### config.mk
export PLATFORM = sky130hd
export DESIGN_NAME = neuron_layer_evaluator
export DESIGN_NICKNAME = d
export VERILOG_FILES = /design/src/rtl/neuron_layer_evaluator.sv
export SDC_FILE = /design/constraint.sdc
export NUM_CORES = 1
export LEC_CHECK = 0
export CELL_PAD_IN_SITES_DETAIL_PLACEMENT = 0
export CELL_PAD_IN_SITES_GLOBAL_PLACEMENT = 1
export CORE_AREA = 5 5 151 153
export DETAILED_ROUTE_END_ITERATION = 16
export DIE_AREA = 0 0 156 158
export GPL_TIMING_DRIVEN = 0
export HOLD_SLACK_MARGIN = 0.1
export PLACE_DENSITY_LB_ADDON = 0.1
export RECOVER_POWER = 25
export SLEW_MARGIN = 10
export SYNTH_ARGS = -nofsm -noshare
export SYNTH_HDL_FRONTEND = slang
export SYNTH_SLANG_ARGS = --single-unit
### constraint.sdc
create_clock -name clk -period 4.95 [get_ports clk]
set_input_delay 0.495 -clock clk [delete_from_list [all_inputs] [get_ports clk]]
set_output_delay 0.495 -clock clk [all_outputs]
set_load 0.005 [all_outputs]
### src/rtl/neuron_layer_evaluator.sv
`default_nettype none
// ============================================================================
// Module   : neuron_layer_evaluator
// Brief    : Computes one neuron output (MAC over a RAM activation range with
//            streamed signed weights, then ReLU/shift/saturate) per command.
// Revision : 1.0
// ============================================================================
module neuron_layer_evaluator #(
    parameter int DATA_BUS_WIDTH    = 8,
    parameter int ADDRESS_BUS_WIDTH = 16,
    parameter int ACC_WIDTH         = 24,
    parameter int SHIFT             = 0
) (
    input  logic                         clk,
    input  logic                         rst,
    input  logic                         start,
    input  logic [ADDRESS_BUS_WIDTH-1:0] in_base,
    input  logic [ADDRESS_BUS_WIDTH-1:0] count,
    input  logic [ADDRESS_BUS_WIDTH-1:0] out_addr,
    input  logic [DATA_BUS_WIDTH-1:0]    weight,
    input  logic                         weight_valid,
    output logic                         weight_ready,
    output logic [ADDRESS_BUS_WIDTH-1:0] ram_read_address,
    output logic                         ram_oe,
    input  logic [DATA_BUS_WIDTH-1:0]    ram_read_data,
    output logic [ADDRESS_BUS_WIDTH-1:0] ram_write_address,
    output logic [DATA_BUS_WIDTH-1:0]    ram_write_data,
    output logic                         ram_wre,
    output logic                         busy,
    output logic                         done
);

    localparam int PROD_WIDTH = 2 * DATA_BUS_WIDTH + 1;

    localparam logic [1:0] c_st_idle  = 2'd0;
    localparam logic [1:0] c_st_accum = 2'd1;
    localparam logic [1:0] c_st_write = 2'd2;

    localparam logic [ADDRESS_BUS_WIDTH-1:0] c_addr_zero = '0;
    localparam logic [ADDRESS_BUS_WIDTH-1:0] c_idx_one   = ADDRESS_BUS_WIDTH'(1);

    logic [1:0]                   r_state;
    logic [ADDRESS_BUS_WIDTH-1:0] r_base;
    logic [ADDRESS_BUS_WIDTH-1:0] r_count;
    logic [ADDRESS_BUS_WIDTH-1:0] r_out_addr;
    logic [ADDRESS_BUS_WIDTH-1:0] r_idx;
    logic signed [ACC_WIDTH-1:0]  r_acc;
    logic                         r_done;

    logic signed [PROD_WIDTH-1:0] w_act_ext;
    logic signed [PROD_WIDTH-1:0] w_wt_ext;
    logic signed [PROD_WIDTH-1:0] w_prod;
    logic signed [ACC_WIDTH-1:0]  w_prod_ext;
    logic signed [ACC_WIDTH-1:0]  w_shifted;
    logic [DATA_BUS_WIDTH-1:0]    w_sat_data;
    logic                         w_hs;
    logic                         w_last;

    // Activation is unsigned, weight signed; both widened so the product is exact.
    assign w_act_ext  = {{(DATA_BUS_WIDTH + 1){1'b0}}, ram_read_data};
    assign w_wt_ext   = {{(DATA_BUS_WIDTH + 1){weight[DATA_BUS_WIDTH-1]}}, weight};
    assign w_prod     = w_act_ext * w_wt_ext;
    assign w_prod_ext = {{(ACC_WIDTH - PROD_WIDTH){w_prod[PROD_WIDTH-1]}}, w_prod};
    assign w_shifted  = r_acc >>> SHIFT;

    assign w_hs   = (r_state == c_st_accum) && weight_valid;
    assign w_last = ((r_idx + c_idx_one) == r_count);

    always_comb begin
        w_sat_data = w_shifted[DATA_BUS_WIDTH-1:0];
        if (w_shifted[ACC_WIDTH-1]) begin
            w_sat_data = '0;
        end else if (|w_shifted[ACC_WIDTH-2:DATA_BUS_WIDTH]) begin
            w_sat_data = '1;
        end
    end

    always_ff @(posedge clk) begin
        if (rst) begin
            r_state    <= c_st_idle;
            r_base     <= '0;
            r_count    <= '0;
            r_out_addr <= '0;
            r_idx      <= '0;
            r_acc      <= '0;
            r_done     <= 1'b0;
        end else begin
            r_done <= (r_state == c_st_write);
            case (r_state)
                c_st_idle: begin
                    if (start) begin
                        r_base     <= in_base;
                        r_count    <= count;
                        r_out_addr <= out_addr;
                        r_idx      <= '0;
                        r_acc      <= '0;
                        r_state    <= (count == c_addr_zero) ? c_st_write : c_st_accum;
                    end
                end
                c_st_accum: begin
                    if (w_hs) begin
                        r_acc <= r_acc + w_prod_ext;
                        r_idx <= r_idx + c_idx_one;
                        if (w_last) begin
                            r_state <= c_st_write;
                        end
                    end
                end
                c_st_write: begin
                    r_state <= c_st_idle;
                end
                default: begin
                    r_state <= c_st_idle;
                end
            endcase
        end
    end

    always_comb begin
        weight_ready      = 1'b0;
        ram_oe            = 1'b0;
        ram_read_address  = '0;
        ram_wre           = 1'b0;
        ram_write_address = '0;
        ram_write_data    = '0;
        if (r_state == c_st_accum) begin
            weight_ready     = 1'b1;
            ram_oe           = 1'b1;
            ram_read_address = r_base + r_idx;
        end
        if (r_state == c_st_write) begin
            ram_wre           = 1'b1;
            ram_write_address = r_out_addr;
            ram_write_data    = w_sat_data;
        end
    end

    assign busy = (r_state != c_st_idle);
    assign done = r_done;

endmodule
`default_nettype wire

* Yosys cells after proc, flatten, opt, wreduce, memory -nomap -nowiden
Index checks and enable logic that the tools add are counted.
** Operators by class
- Add/sub/neg operators :: 3
- Multipliers :: 1
- Equal/unequal tests :: 6
- Mux-type cells :: 18
- Reductions and logical operators :: 9
** Operators by type and width (count)
- $mux W16 :: 4
- $mux W24 :: 2
- $pmux W24 S2 :: 1
- $pmux W16 S2 :: 1
- $add A24 B17 Y24 :: 1
- $mux W8 :: 3
- $mul A9 B8 Y17 :: 1
- $add A16 B1 Y16 const B :: 1
- $add A16 B16 Y16 :: 1
- $eq A16 B16 Y1 :: 1
- $logic_not A16 Y1 :: 1
- $reduce_or A15 Y1 :: 1
- $mux W2 :: 4
- $ne A2 B2 Y1 const B :: 3
- $reduce_and A3 Y1 :: 2
- $pmux W2 S2 :: 1
- $reduce_bool A2 Y1 :: 2
- $eq A2 B1 Y1 const B :: 1
- $eq A2 B2 Y1 const B :: 1
- $logic_not A2 Y1 :: 1
- $mux W1 :: 2
- $reduce_and A2 Y1 :: 1
- $logic_and A1 B1 Y1 :: 1
** Word-level totals
- Register bits :: 91

* Depth between registers and ports, before layout
Gate-level depths: netlist (run 1).
- Depth in word-level cells :: 5
- Gate-level depth with buffers :: 20

* Least setup slack after synthesis (run 1)
No wires, ideal clock.
- Kind :: input-to-reg
- From :: in weight[1]
- To :: reg r_acc[15]
- Library setup time :: 0.117 ns
- Arrival time :: 4.955 ns
- Slack :: -0.122 ns
- Stages :: 16
- Path buffers :: 1
- Cells stage by stage :: clkbuf_1 -> nand2_1 -> fa_1 -> inv_1 -> fa_1 -> fa_1 -> fa_1 -> fa_1 -> ha_1 -> o211ai_1 -> o21ai_0 -> o21ai_0 -> a21o_1 -> a21boi_0 -> or3_1 -> a32o_1
** On the way
- Word-level cells in the longest chain between the ends :: 4
** RTL lines
- start: declaration :: RTL line 20 : input logic [DATA_BUS_WIDTH-1:0] weight,
- $mul A9 B8 Y17 :: RTL line 62 : assign w_prod = w_act_ext * w_wt_ext;
- $add A24 B17 Y24 :: RTL line 102 : r_acc <= r_acc + w_prod_ext;
- $mux W24 :: RTL line 101 : if (w_hs) begin
- $pmux W24 S2 :: RTL line 89 : case (r_state)
- end signal: assignment :: RTL line 102
- end: declaration :: RTL line 47 : logic signed [ACC_WIDTH-1:0] r_acc;
No other way between the ends. The select of a mux whose other input is x is not followed.
A chain may end at the register's enable or synchronous reset.

* Worst setup path in the final report (run 1)
- From :: in weight[7]
- To :: reg r_acc[15]
Same word-level chain as after synthesis.

==> flow_summary.rst, run 1 <==
.. list-table::
   :header-rows: 1

   * - Metric
     - Value
   * - Core area
     - 21400 sq um
   * - Wire length of the first global-routing pass
     - 35.6 mm
   * - Internal
     - between 2000 and 2500 uW
   * - Die Width
     - 156 um
   * - FP Rows
     - 54
   * - Fraction of registers with async set or reset after synthesis
     - 0%
   * - Power per Cell Area
     - 340 nW/um^2
   * - Path type of the worst setup path
     - in -> reg
   * - Proportion of power drawn by combinational gates
     - 52.7%
   * - Total Wirelength
     - between 20 and 25 mm
   * - DRC marker count from the first detailed-route iteration
     - 315
   * - Fill cell count
     - 2172
   * - Top cells by area, synth
     - sky130_fd_sc_hd__dfxtp_1 (23%), sky130_fd_sc_hd__ha_1 (14%), sky130_fd_sc_hd__fa_1 (13%), sky130_fd_sc_hd__nand2_1 (7.3%), sky130_fd_sc_hd__a21oi_1 (5.3%)
   * - Layout Skew
     - 0.00831 ns
   * - Overflow left after global routing
     - 0
   * - Crit path max fanout
     - 12
   * - DR pass1 iterations
     - 5
   * - Maximum clock frequency
     - 0.209 GHz
   * - Sequential-to-total area share from yosys stat
     - 22.9%
   * - Average cell area after synthesis
     - 8.15 sq um
   * - Number of port buffers
     - 109
   * - Cell leakage power
     - 0.00420 uW
   * - Clock tree sinks
     - 91
   * - Flop and latch count out of synthesis
     - 91
   * - GRT Resource Usage Total
     - approximately 18%
   * - Final Max Slew Viols
     - 0
   * - Area growth from synthesis to layout
     - 23.1%
   * - Top-area cell type share of the netlist area
     - 22.9%
   * - Dominant combinational cell family by area after synthesis
     - adder cells
   * - Root Buffer
     - sky130_fd_sc_hd__clkbuf_16
   * - Maximum number of pins on one net before global-route repair
     - 15
   * - Initial core utilization
     - 37.1%
   * - Hold Crit Depth
     - 2
   * - Initial antenna violation count
     - 1
   * - Net switching share of the total power
     - 39.7%
   * - Flop2flop setup slack
     - 0.25 ns
   * - Xor and xnor area share after synthesis
     - 5.39%
   * - Global routing met3 resource utilization
     - 3.69%
   * - Final Hold Vio Count
     - 0
   * - Synth top cells by count
     - sky130_fd_sc_hd__nand2_1 (155), sky130_fd_sc_hd__ha_1 (92), sky130_fd_sc_hd__dfxtp_1 (91), sky130_fd_sc_hd__a21oi_1 (84), sky130_fd_sc_hd__inv_1 (79)
   * - Kind of start point of the critical path
     - input pin
   * - Final nets
     - 1313
   * - Number of buffers added by the clock tree synthesis step
     - 9
   * - Synth Flop Type
     - sky130_fd_sc_hd__dfxtp_1
   * - Period minus WS final
     - around 4.8 ns
   * - Biggest area consumer among synthesized cells
     - sky130_fd_sc_hd__dfxtp_1
   * - Number of flops mapped to enable cells by yosys
     - 0
   * - H-tree depth
     - 3
   * - Via density per instance
     - 5.04
   * - Placer's final routability congestion estimate
     - 0.839
   * - End point of the worst hold path
     - r_out_addr[1]
   * - Maximum clock insertion buffer count
     - 2
   * - Global Route met1 Usage
     - about 25%
   * - Simple-gate portion of the synthesized area
     - 22.3%
   * - Count of maximum capacitance violations
     - 0
   * - Endpoint of the worst-slack reg-to-reg timing path
     - r_acc[15]
   * - Gate count after technology mapping
     - 976
   * - DRC violations left
     - 0
   * - Via Count
     - 6992
   * - Normalized max-slew margin
     - 50.9%
   * - Hold/Removal Path Class
     - reg -> reg
   * - Post-DR wirelength/cell
     - 15.4 um
   * - Post-route antenna net violation count
     - 0
   * - Most repeated cell in the gate-level netlist after synthesis
     - sky130_fd_sc_hd__nand2_1
   * - Vertical die dimension
     - 158 um
   * - Clock Latency Late Sink
     - 0.35 ns
   * - Synth warnings
     - 0
   * - Share of the clock period used by the worst path after layout
     - 96.6%
   * - Path depth of the worst reg2reg path
     - 17
   * - Dpl hpwl
     - 17.0 mm
   * - Slew of the pin with the lowest slew margin
     - 0.734 ns
   * - Clock slew at reported path FFs
     - 0.07 ns
   * - Portion of total power attributed to the clock network
     - 22.2%
   * - Hold path start
     - r_out_addr[1]
   * - Launching point of the worst reg2reg path
     - r_acc[6]
   * - Summed instance area of the synthesized netlist
     - slightly below 8000 sq um
   * - Worst endpoint data arrival time
     - 5.03 ns
   * - Final sum of negative setup slack
     - 0 ns
   * - Type of element capturing the critical path
     - register
   * - Switching power
     - 1320 uW
   * - Syn Nets
     - 1188
   * - CTS tree
     - built
   * - GRT busiest layer
     - met2
   * - Final number of setup-violating endpoints
     - 0
   * - Compound-gate portion of the synthesized area
     - approximately 16%
   * - Ports placed on the boundary
     - about 110
   * - Reg power frac
     - 25.1%
   * - Quantity of hold-fixing buffers added after cts
     - 0
   * - Adder-cell share of the synthesized area
     - roughly 28%
   * - Area enclosed by the die boundary
     - 24600 sq um
   * - Count of cell types in the netlist
     - 58
   * - Maximum VDD drop
     - approximately 0.00028 V
   * - Final Cell Area
     - 9790 sq um
   * - Mux contribution to synthesized area
     - 0%
   * - Ratio of cells with drive above 1 in the final layout
     - 6.33%
   * - Met2 usage
     - 28.3%
   * - Via count of the first global-routing pass
     - 6969
   * - Result of the run
     - completed
   * - Worst hold-check slack
     - 0.450 ns
   * - Required time at the worst-slack endpoint
     - 5.20 ns
   * - Area after DPL
     - 9400 sq um
## critical path, cell delays in order
cell	delay [ns]
sky130_fd_sc_hd__buf_12	0.13
sky130_fd_sc_hd__clkinvlp_4	0.23
sky130_fd_sc_hd__fa_1	0.57
sky130_fd_sc_hd__inv_1	0.05
sky130_fd_sc_hd__fa_1	0.52
sky130_fd_sc_hd__fa_1	0.43
sky130_fd_sc_hd__fa_1	0.50
sky130_fd_sc_hd__fa_2	0.57
sky130_fd_sc_hd__ha_4	0.20
sky130_fd_sc_hd__o211ai_1	0.12
sky130_fd_sc_hd__o21ai_2	0.13
sky130_fd_sc_hd__o21ai_2	0.22
sky130_fd_sc_hd__a21o_1	0.19
sky130_fd_sc_hd__a21boi_0	0.10
sky130_fd_sc_hd__or3_1	0.32
sky130_fd_sc_hd__a32o_1	0.24
## power groups by stage
stage	sequential, uW	combinational, uW	clock, uW
after global placement	853	1550	0
after CTS	836	1680	766
after global routing	843	2000	793
after floorplan	834	1170	0
after detailed placement	853	1550	0
final	835	1760	741
## worst max-delay path by stage
stage	start	end	slack [ns]	depth (start not counted)
floorplan	ram_read_data[0]	r_acc[15]	0.02	15
global placement	weight[7]	r_acc[20]	-1.48	15
detailed placement	weight[7]	r_acc[20]	-1.52	15
CTS	ram_read_data[5]	r_acc[17]	0.03	18
global route	weight[7]	r_acc[15]	-0.01	16
finish	weight[7]	r_acc[15]	0.17	16
## area by class of cell
class / instances / area [sq um] / share of cell area, %
Multi-Input combinational cell: 769 / 5770 / 58.9
Sequential cell: 91 / 1820 / 18.6
Timing Repair Buffer: 115 / 1080 / 11.0
Tap cell: 280 / 350 / 3.58
Inverter: 79 / 300 / 3.07
Clock buffer: 11 / 233 / 2.38
Buffer: 36 / 160 / 1.64
Clock inverter: 5 / 77.6 / 0.792
Antenna cell: 1 / 2.50 / 0.0256
## per-stage QoR
| step | total power, uW | std cells | setup slack (ns) | utilization (%) |
|---|---|---|---|---|
| finish | 3330 | 1387 | 0.168 | 45.7 |
| global route | 3630 | 1387 | -0.0123 | 45.7 |
| CTS | 3280 | 1383 | 0.0292 | 45.6 |
| detailed placement | 2410 | 1365 | -1.52 | 43.9 |
| global placement | 2400 | 1365 | -1.48 | 43.9 |
| floorplan | 2000 | 976 | 0.0179 | - |
## state kept, by name (all words and copies together), names as in the netlist
name / cells
r_idx: 16
r_count: 16
r_out_addr: 16
r_acc: 24
r_base: 16
r_state: 2
done: 1
## per-layer routing
layer,wire [um],vias up
li1,-,3562
met1,10300,3271
met2,9660,145
met3,1190,14
met4,224,0
met5,0,-
## kinds of logic after synthesis
group	count (synthesis)
flops	91
fa+ha+maj	144
xor+xnor	49
compound gates	207
simple gates	369
buf+inv	116
## placed cells by master, fill, tap and decap left out, types with 6 or more instances in the layout
| cell | n |
|---|---|
| sky130_fd_sc_hd__nand4_1 | 7 |
| sky130_fd_sc_hd__clkbuf_2 | 13 |
| sky130_fd_sc_hd__buf_4 | 8 |
| sky130_fd_sc_hd__and2_1 | 53 |
| sky130_fd_sc_hd__clkbuf_1 | 31 |
| sky130_fd_sc_hd__o21a_1 | 15 |
| sky130_fd_sc_hd__nand2_1 | 155 |
| sky130_fd_sc_hd__o21ai_0 | 37 |
| sky130_fd_sc_hd__a21o_1 | 10 |
| sky130_fd_sc_hd__xnor2_1 | 33 |
| sky130_fd_sc_hd__fa_1 | 51 |
| sky130_fd_sc_hd__nor3_1 | 21 |
| sky130_fd_sc_hd__xor2_1 | 16 |
| sky130_fd_sc_hd__nor4_1 | 11 |
| sky130_fd_sc_hd__nand2b_1 | 6 |
| sky130_fd_sc_hd__ha_1 | 90 |
| sky130_fd_sc_hd__clkdlybuf4s50_1 | 92 |
| sky130_fd_sc_hd__nor2_1 | 64 |
| sky130_fd_sc_hd__nand3_1 | 11 |
| sky130_fd_sc_hd__dfxtp_1 | 91 |
| sky130_fd_sc_hd__a22oi_1 | 11 |
| sky130_fd_sc_hd__inv_1 | 78 |
| sky130_fd_sc_hd__a211oi_1 | 7 |
| sky130_fd_sc_hd__clkbuf_16 | 9 |
| sky130_fd_sc_hd__a21oi_1 | 82 |
## repair_timing
item                       in CTS  in global routing
pin swaps                       3                  8
hold endpoints to repair        0                  0
gates resized for setup        35                 44
setup endpoints to repair      16                 10
setup buffers                   2                  4
gates cloned                    0                  0
(Power assumes the default switching activity.)
==> run 2: changes to the inputs <==
- CTS_CLUSTER_DIAMETER: default -> 150
==> results of run 2 <==
Final layout, timing and power as in run 1 (identical DEF).
